### src/rtl/scan_sequencer.sv
// scan_sequencer: drives a line decoder's enable (en) and select code (a).
// It steps the select code through lines 0..last, holding each line for a
// dwell time, then a blanking gap with en low. It runs one frame (one-shot)
// or repeats frames (continuous).
// Ports:
//   clk, rst_n (async, active-low)
//   start, stop (stop wins), cont, div, last_idx  - control inputs
//   en, a, busy, frame, done                      - registered outputs
// Optional: `define SCAN_SKIP_EN adds line_mask (bit=1 skips that line).
module scan_sequencer #(
   parameter int IN_WIDTH  = 3,
   parameter int LINES     = 8,
   parameter int DIV_WIDTH = 16,
   parameter int BLANK     = 2
) (
   input  logic                 clk,
   input  logic                 rst_n,
   input  logic                 start,
   input  logic                 stop,
   input  logic                 cont,
   input  logic [DIV_WIDTH-1:0] div,
   input  logic [IN_WIDTH-1:0]  last_idx,
`ifdef SCAN_SKIP_EN
   input  logic [LINES-1:0]     line_mask,
`endif
   output logic                 en,
   output logic [IN_WIDTH-1:0]  a,
   output logic                 busy,
   output logic                 frame,
   output logic                 done
);

   typedef enum logic [1:0] {S_IDLE, S_DWELL, S_BLANK} state_t;

   localparam logic [IN_WIDTH-1:0]  MAX_IDX   = IN_WIDTH'(LINES - 1);
   localparam logic [DIV_WIDTH-1:0] BLANK_CNT = DIV_WIDTH'(BLANK);
   localparam logic [DIV_WIDTH-1:0] ONE       = DIV_WIDTH'(1);
   localparam bit                   NO_GAP    = (BLANK == 0);

   state_t               state;
   logic [DIV_WIDTH-1:0] cnt;
   logic [DIV_WIDTH-1:0] div_r;
   logic [IN_WIDTH-1:0]  last_r;
   logic                 cont_r;
`ifdef SCAN_SKIP_EN
   logic [LINES-1:0]     mask_r;
`endif

   logic [IN_WIDTH-1:0]  last_c;
   logic [DIV_WIDTH-1:0] div_c;
   logic                 nxt_ok;
   logic [IN_WIDTH-1:0]  nxt_idx;
   logic [IN_WIDTH-1:0]  wrap_idx;
   logic                 first_ok;
   logic [IN_WIDTH-1:0]  first_idx;
   logic                 last_cyc;
   logic                 adv;

   always_comb begin
      last_c = (last_idx > MAX_IDX) ? MAX_IDX : last_idx;
      div_c  = (div == '0) ? ONE : div;
`ifdef SCAN_SKIP_EN
      // Descending scans leave the lowest qualifying index selected.
      nxt_ok    = 1'b0;
      nxt_idx   = '0;
      wrap_idx  = '0;
      first_ok  = 1'b0;
      first_idx = '0;
      for (int i = LINES - 1; i >= 0; i--) begin
         if (IN_WIDTH'(i) > a && IN_WIDTH'(i) <= last_r && !mask_r[i]) begin
            nxt_ok  = 1'b1;
            nxt_idx = IN_WIDTH'(i);
         end
         if (IN_WIDTH'(i) <= last_r && !mask_r[i])
            wrap_idx = IN_WIDTH'(i);
         if (IN_WIDTH'(i) <= last_c && !line_mask[i]) begin
            first_ok  = 1'b1;
            first_idx = IN_WIDTH'(i);
         end
      end
`else
      nxt_ok    = (a < last_r);
      nxt_idx   = a + IN_WIDTH'(1);
      wrap_idx  = '0;
      first_ok  = 1'b1;
      first_idx = '0;
`endif
      last_cyc = (cnt == ONE);
      // Leave the current line: end of gap, or end of dwell with no gap.
      adv = last_cyc &&
            ((state == S_BLANK) || (state == S_DWELL && NO_GAP));
   end

   always_ff @(posedge clk or negedge rst_n) begin
      if (!rst_n) begin
         state  <= S_IDLE;
         cnt    <= '0;
         div_r  <= '0;
         last_r <= '0;
         cont_r <= 1'b0;
`ifdef SCAN_SKIP_EN
         mask_r <= '0;
`endif
         en     <= 1'b0;
         a      <= '0;
         busy   <= 1'b0;
         frame  <= 1'b0;
         done   <= 1'b0;
      end else begin
         frame <= 1'b0;
         done  <= 1'b0;
         case (state)
            S_IDLE: begin
               if (start && !stop) begin
                  cont_r <= cont;
                  div_r  <= div_c;
                  last_r <= last_c;
`ifdef SCAN_SKIP_EN
                  mask_r <= line_mask;
`endif
                  if (first_ok) begin
                     state <= S_DWELL;
                     en    <= 1'b1;
                     a     <= first_idx;
                     busy  <= 1'b1;
                     cnt   <= div_c;
                  end else begin
                     // Nothing to scan: complete at once.
                     done <= 1'b1;
                  end
               end
            end
            default: begin
               if (stop) begin
                  state <= S_IDLE;
                  en    <= 1'b0;
                  a     <= '0;
                  busy  <= 1'b0;
                  cnt   <= '0;
               end else if (adv) begin
                  if (nxt_ok || cont_r) begin
                     state <= S_DWELL;
                     en    <= 1'b1;
                     a     <= nxt_ok ? nxt_idx : wrap_idx;
                     frame <= !nxt_ok;
                     cnt   <= div_r;
                  end else begin
                     state <= S_IDLE;
                     en    <= 1'b0;
                     a     <= '0;
                     busy  <= 1'b0;
                     done  <= 1'b1;
                     cnt   <= '0;
                  end
               end else if (state == S_DWELL && last_cyc) begin
                  // a is held through the gap.
                  state <= S_BLANK;
                  en    <= 1'b0;
                  cnt   <= BLANK_CNT;
               end else begin
                  cnt <= cnt - ONE;
               end
            end
         endcase
      end
   end

endmodule

### config.mk
export PLATFORM = sky130hd
export DESIGN_NAME = scan_sequencer
export DESIGN_NICKNAME = d
export VERILOG_FILES = /design/src/rtl/scan_sequencer.sv
export SDC_FILE = /design/constraint.sdc
export NUM_CORES = 1
export LEC_CHECK = 0
export ABC_CLOCK_PERIOD_IN_PS = 3380
export CAP_MARGIN = 20
export CELL_PAD_IN_SITES_DETAIL_PLACEMENT = 1
export CELL_PAD_IN_SITES_GLOBAL_PLACEMENT = 2
export CORE_ASPECT_RATIO = 1.4
export CORE_UTILIZATION = 30
export DETAILED_ROUTE_END_ITERATION = 6
export PLACE_DENSITY_LB_ADDON = 0.12
export SYNTH_ARGS = -nofsm -noshare
export SYNTH_HDL_FRONTEND = slang
export SYNTH_SLANG_ARGS = --single-unit
### constraint.sdc
create_clock -name clk -period 3.38 [get_ports clk]
set_input_delay 0.507 -clock clk [delete_from_list [all_inputs] [get_ports clk]]
set_output_delay 0.507 -clock clk [all_outputs]
set_load 0.005 [all_outputs]
Yosys cells after proc, flatten, opt, wreduce, memory -nomap -nowiden. Index checks and enable logic that the tools add are counted. W data, S select, Z words.

Add/sub/neg operators: 2. $lt $le $gt $ge: 2. Equal/unequal tests: 5. Multiplexer cells: 38. Reduce and logical (&&, ||, !) cells: 14.

Operators with widths (count): $mux W16 (7); $mux W3 (7); $mux W1 (19); $eq A16 B1 Y1 const B (1); $logic_not A16 Y1 (1); $sub A16 B1 Y16 const B (1); $mux W2 (5); $reduce_and A2 Y1 (3); $reduce_bool A4 Y1 (1); $add A3 B1 Y3 const B (1); $gt A3 B3 Y1 const B (1); $logic_and A1 B1 Y1 (3); $lt A3 B3 Y1 (1); $ne A3 B2 Y1 const B (1); $reduce_and A3 Y1 (1); $reduce_bool A3 Y1 (1); $eq A2 B1 Y1 const B (1); $eq A2 B2 Y1 const B (1); $logic_not A1 Y1 (2); $logic_not A2 Y1 (1); $ne A2 B2 Y1 const B (1); $logic_or A1 B1 Y1 (1).

Register bits: 45. Input bits: 24. Output and inout bits: 7. Word-level logic and storage cells: 71.

Depth between registers and ports, before layout.
Word-level depth: 6. Mapped depth: 8. Mapped depth without buffers: 7.

Worst setup path after synthesis. OpenSTA, ideal clock, no wires.

Path type: reg2reg. Start point: register cnt[2]. End point: register cnt[9]. Library setup time: 127 ps. Data arrival time: 1955 ps. Required time: 3253 ps. Path slack: 1299 ps. Cell stages (with the launch flop): 6. Buffers on the path: 0. Clock period less this slack: 2081 ps. Path through: dfrtp_1 -> or4_1 -> nor4_2 -> nand2_1 -> xnor2_1 -> a221o_2.

Longest elaborated chain between the ends: 6. Elaborated cells between the ends (all ways): 8. Those cells by class: 1 x add/sub; 1 x eq/ne; 4 x mux; 2 x reduce/logical.

Ends and longest elaborated chain: start, declared (RTL line 41) `logic [DIV_WIDTH-1:0] cnt;`; start signal, assigned (RTL line 126) `cnt <= div_c;`; start signal, assigned (RTL line 146) `cnt <= div_r;`; start signal, assigned (RTL line 161) `cnt <= cnt - ONE;`; branches (longest 3 deep; another with $sub A16 B1 Y16); $mux W16 (*) (RTL line 140) `end else if (adv) begin`; $mux W16 (*) (RTL line 134) `if (stop) begin`; $mux W16 (*) (RTL line 112) `case (state)`.

Mark *: on every way between the ends. A chain may end at the register's enable or synchronous reset.

Worst setup path in the final report. Ends and elaborated chain as after synthesis.

==> impl_metrics.json <==
{
  "nets": 333,
  "unrepaired_setup_endpoints_after_global_routing": "false",
  "dieWidth_um": 79.1,
  "timing_worst_slew_pin_value_ns": 0.776,
  "total_standard_cell_area_after_synthesis_mm2": 0.00250,
  "power_density_mw_per_mm2": 523,
  "cap_viol_max_count": 0,
  "final_max_slew_viol_count": 0,
  "power.internal_uw": 1080,
  "clock_power_share_pct": 30.6,
  "routed_wirelength_um": 7370,
  "post_layout_nonfiller_instances": 407,
  "routabilityCongestion": 0.769,
  "yosys.area.top_type_share_pct": 44.1,
  "tritoncts": "done",
  "power_leakage_uw": 0.00139,
  "synth_top_area_cell": "dfrtp_1",
  "worst_setup_path_start_kind": "flip-flop",
  "antenna_cells": 0,
  "synth_enable_flop_cells": 0,
  "cts_inserted_buffers": 5,
  "grt_antenna_before_repair": 0,
  "layout-drive-gt1-share_pct": 11.8,
  "timing.fmax_mhz": 406,
  "timing.critical_path.arrival_ns": 2.64,
  "setup_violations": 0,
  "skew_ns": 0.00788,
  "chipHeight_um": 110,
  "initial_core_util_pct": 30.8,
  "combinational_share_of_power_pct": 25.5,
  "max-slew-margin-rel_pct": 47.9,
  "post_cts.resized_instances": 0,
  "postSynth.topFlopCell": "dfrtp_1",
  "outcome": "completed",
  "postSynthCellCount": 269,
  "power.switching_fraction_pct": 33.4,
  "routedLengthMet1_um": 3280,
  "worst-endpoint-required_ns": 3.55,
  "ctsHoldBuffers": 0,
  "synthDistinctLibCells": 50,
  "cts_buffer_depth": 2,
  "p_seq_share_pct": 43.9,
  "fin_tns_setup_ns": 0,
  "globalRoute.totalOverflow": 0,
  "fp.dieArea_mm2": 0.00869,
  "io_buffer_count": 30,
  "htreeDepth": 2,
  "cts.root.buffer_cell": "clkbuf_16",
  "timing.setup.critical_path_class": "flip-flop to flip-flop",
  "ys_async_sr_fraction_pct": 100,
  "worstHoldPathType": "primary input to asynchronous set/reset pin",
  "met2_wirelength_um": 3830,
  "cp-end-kind": "flip-flop",
  "grt_pass1_wl_um": 12100,
  "wl_met3_um": 142,
  "drtPass1Iterations": 6,
  "detail_route.drc_violations": 0,
  "postCtsSetupBuffers": 0,
  "peak_supply_drop_mv": 0.196,
  "power.switching_uw": 541,
  "mappedNetlistNets": 298,
  "dpl.hpwl_um": 5350,
  "postSynthAreaPerCell_um2": 9.28,
  "final_period_minus_worst_setup_slack_ns": 2.46,
  "groute.usage.overall_pct": 18.8,
  "yosys-top-cells-area": "dfrtp_1 44%, nand2_1 12%, a21oi_1 3.2%",
  "num_io_pins": 31,
  "maxUsedRoutingLayer": "met4",
  "worst-path-max-fanout": 6,
  "syn_to_final_growth_pct": 24.0,
  "grt_pass1_vias": 2325,
  "final_hold_viol_count": 0,
  "postRouteAntennaNets": 0,
  "wirelength_per_cell_um": 18.1,
  "grt_max_degree": 45,
  "synth.yosys.seq_area_share_pct": 44.1,
  "placeableCoreArea_mm2": 0.00810,
  "synth.ff_latch_count": 44,
  "placed_cells": 398,
  "rows": 39,
  "yosysWarnings": 0,
  "post-route-period-util_pct": 72.9,
  "clkSlewWorstSetupHoldPaths_ns": 0.07,
  "post_drt_via_cell_ratio": 5.21,
  "clkLatencyLatePin_ns": 0.29,
  "dr_total_vias": 2119,
  "cts_sinks": 44,
  "initialDrtViolationCount": 63
}
==> power groups by stage <==
stage | combinational [uW] | clock, uW | sequential (uW)
detailed placement | 414 | 0 | 721
floorplan | 284 | 0 | 690
finish | 412 | 495 | 711
global route | 461 | 525 | 724
global placement | 410 | 0 | 717
CTS | 416 | 512 | 712
==> synthesized netlist by cell type, types with 2 or more instances <==
cell type,instances
o211ai_1,2
a21o_1,2
a21oi_1,16
nor2_1,13
clkbuf_1,8
nor4_4,2
o21bai_1,2
a221oi_1,3
and2_1,3
o31ai_1,2
nand2b_1,2
nor4_1,6
o21ai_1,2
a221o_1,8
nor3_1,5
ha_1,5
o21ai_0,4
buf_6,3
nand4_1,3
inv_1,7
nand2_1,77
nor2b_1,3
dfrtp_1,44
a22o_1,7
xor2_1,7
xnor2_1,4
a221o_2,5
or4_1,2
==> stage by stage <==
step	worst slack [ns]	power (uW)	utilization [%]	cell area [um^2]	hold WS, ns
3_3_place_gp	0.788	1130	36.0	2920	0.463
3_5_place_dp	0.753	1140	36.0	2920	0.473
4_1_cts	0.860	1640	37.9	3070	0.450
2_1_floorplan	1.30	974	-	2500	0.211
5_1_grt	0.787	1710	38.2	3090	0.253
6_report	0.917	1620	38.2	3090	0.204
==> cells by family after synthesis <==
logic type	after synthesis	synth area share, %
compound gates	60	19.2
xor+xnor	11	3.86
fa+ha+maj	5	2.51
buf+inv	20	4.11
flops	44	44.1
mux	2	0.852
simple gates	127	25.3
==> final cells by class <==
cell class | instances | area, um^2
Multi-Input combinational cell | 205 | 1290
Sequential cell | 44 | 1100
Inverter | 7 | 26.3
Timing Repair Buffer | 41 | 398
Clock buffer | 5 | 125
Tap cell | 102 | 128
Fill cell | 963 | 5010
Clock inverter | 3 | 23.8
==> per-layer routing <==
| layer | up-vias | track usage [%] |
|---|---|---|
| met4 | 0 | 6.49 |
| met1 | 1052 | 22.3 |
| met2 | 27 | 34.8 |
| li1 | 1032 | - |
| met5 | - | 0 |
| met3 | 8 | 1.91 |
==> critical path: stages (launching register included) <==
cell	delay, ns
dfrtp_1	0.44
or4_1	0.63
nor4_2	0.62
nand2_1	0.15
xnor2_1	0.15
a221o_2	0.35
==> sequential cells by signal, summed over array words and instances (netlist names) <==
name    cells
done        1
a           3
state       2
last_r      3
cont_r      1
cnt        16
frame       1
busy        1
div_r      16
==> worst paths after layout <==
kind                       startpoint        to  slack [ns]  depth (start not counted)
max                            cnt[2]    cnt[9]        0.92                          5
min                             rst_n    cnt[4]        0.20                          1
max reg2reg                    cnt[2]    cnt[9]        0.92                          5
min reg2reg                  div_r[9]  div_r[9]        0.48                          2
max in group asynchronous       rst_n    cnt[0]        2.65                          2
min in group clk             div_r[9]  div_r[9]        0.48                          2
==> cell usage in the layout, fill, tap and decap left out, types with 3 or more instances in the layout <==
| cell | instances |
|---|---|
| xnor2_1 | 4 |
| clkdlybuf4s50_1 | 29 |
| o21ai_0 | 4 |
| a221o_1 | 8 |
| a221oi_1 | 3 |
| dfrtp_1 | 44 |
| nor2b_1 | 3 |
| nor2_1 | 13 |
| and2_1 | 3 |
| nand2_1 | 77 |
| xor2_1 | 7 |
| a22o_1 | 7 |
| nor4_1 | 6 |
| nand4_1 | 3 |
| ha_1 | 5 |
| a21oi_1 | 16 |
| nor3_1 | 5 |
| a221o_2 | 5 |
| inv_1 | 7 |
| clkbuf_16 | 5 |
| buf_4 | 10 |
Note: power is estimated with default switching activity, not from simulation.
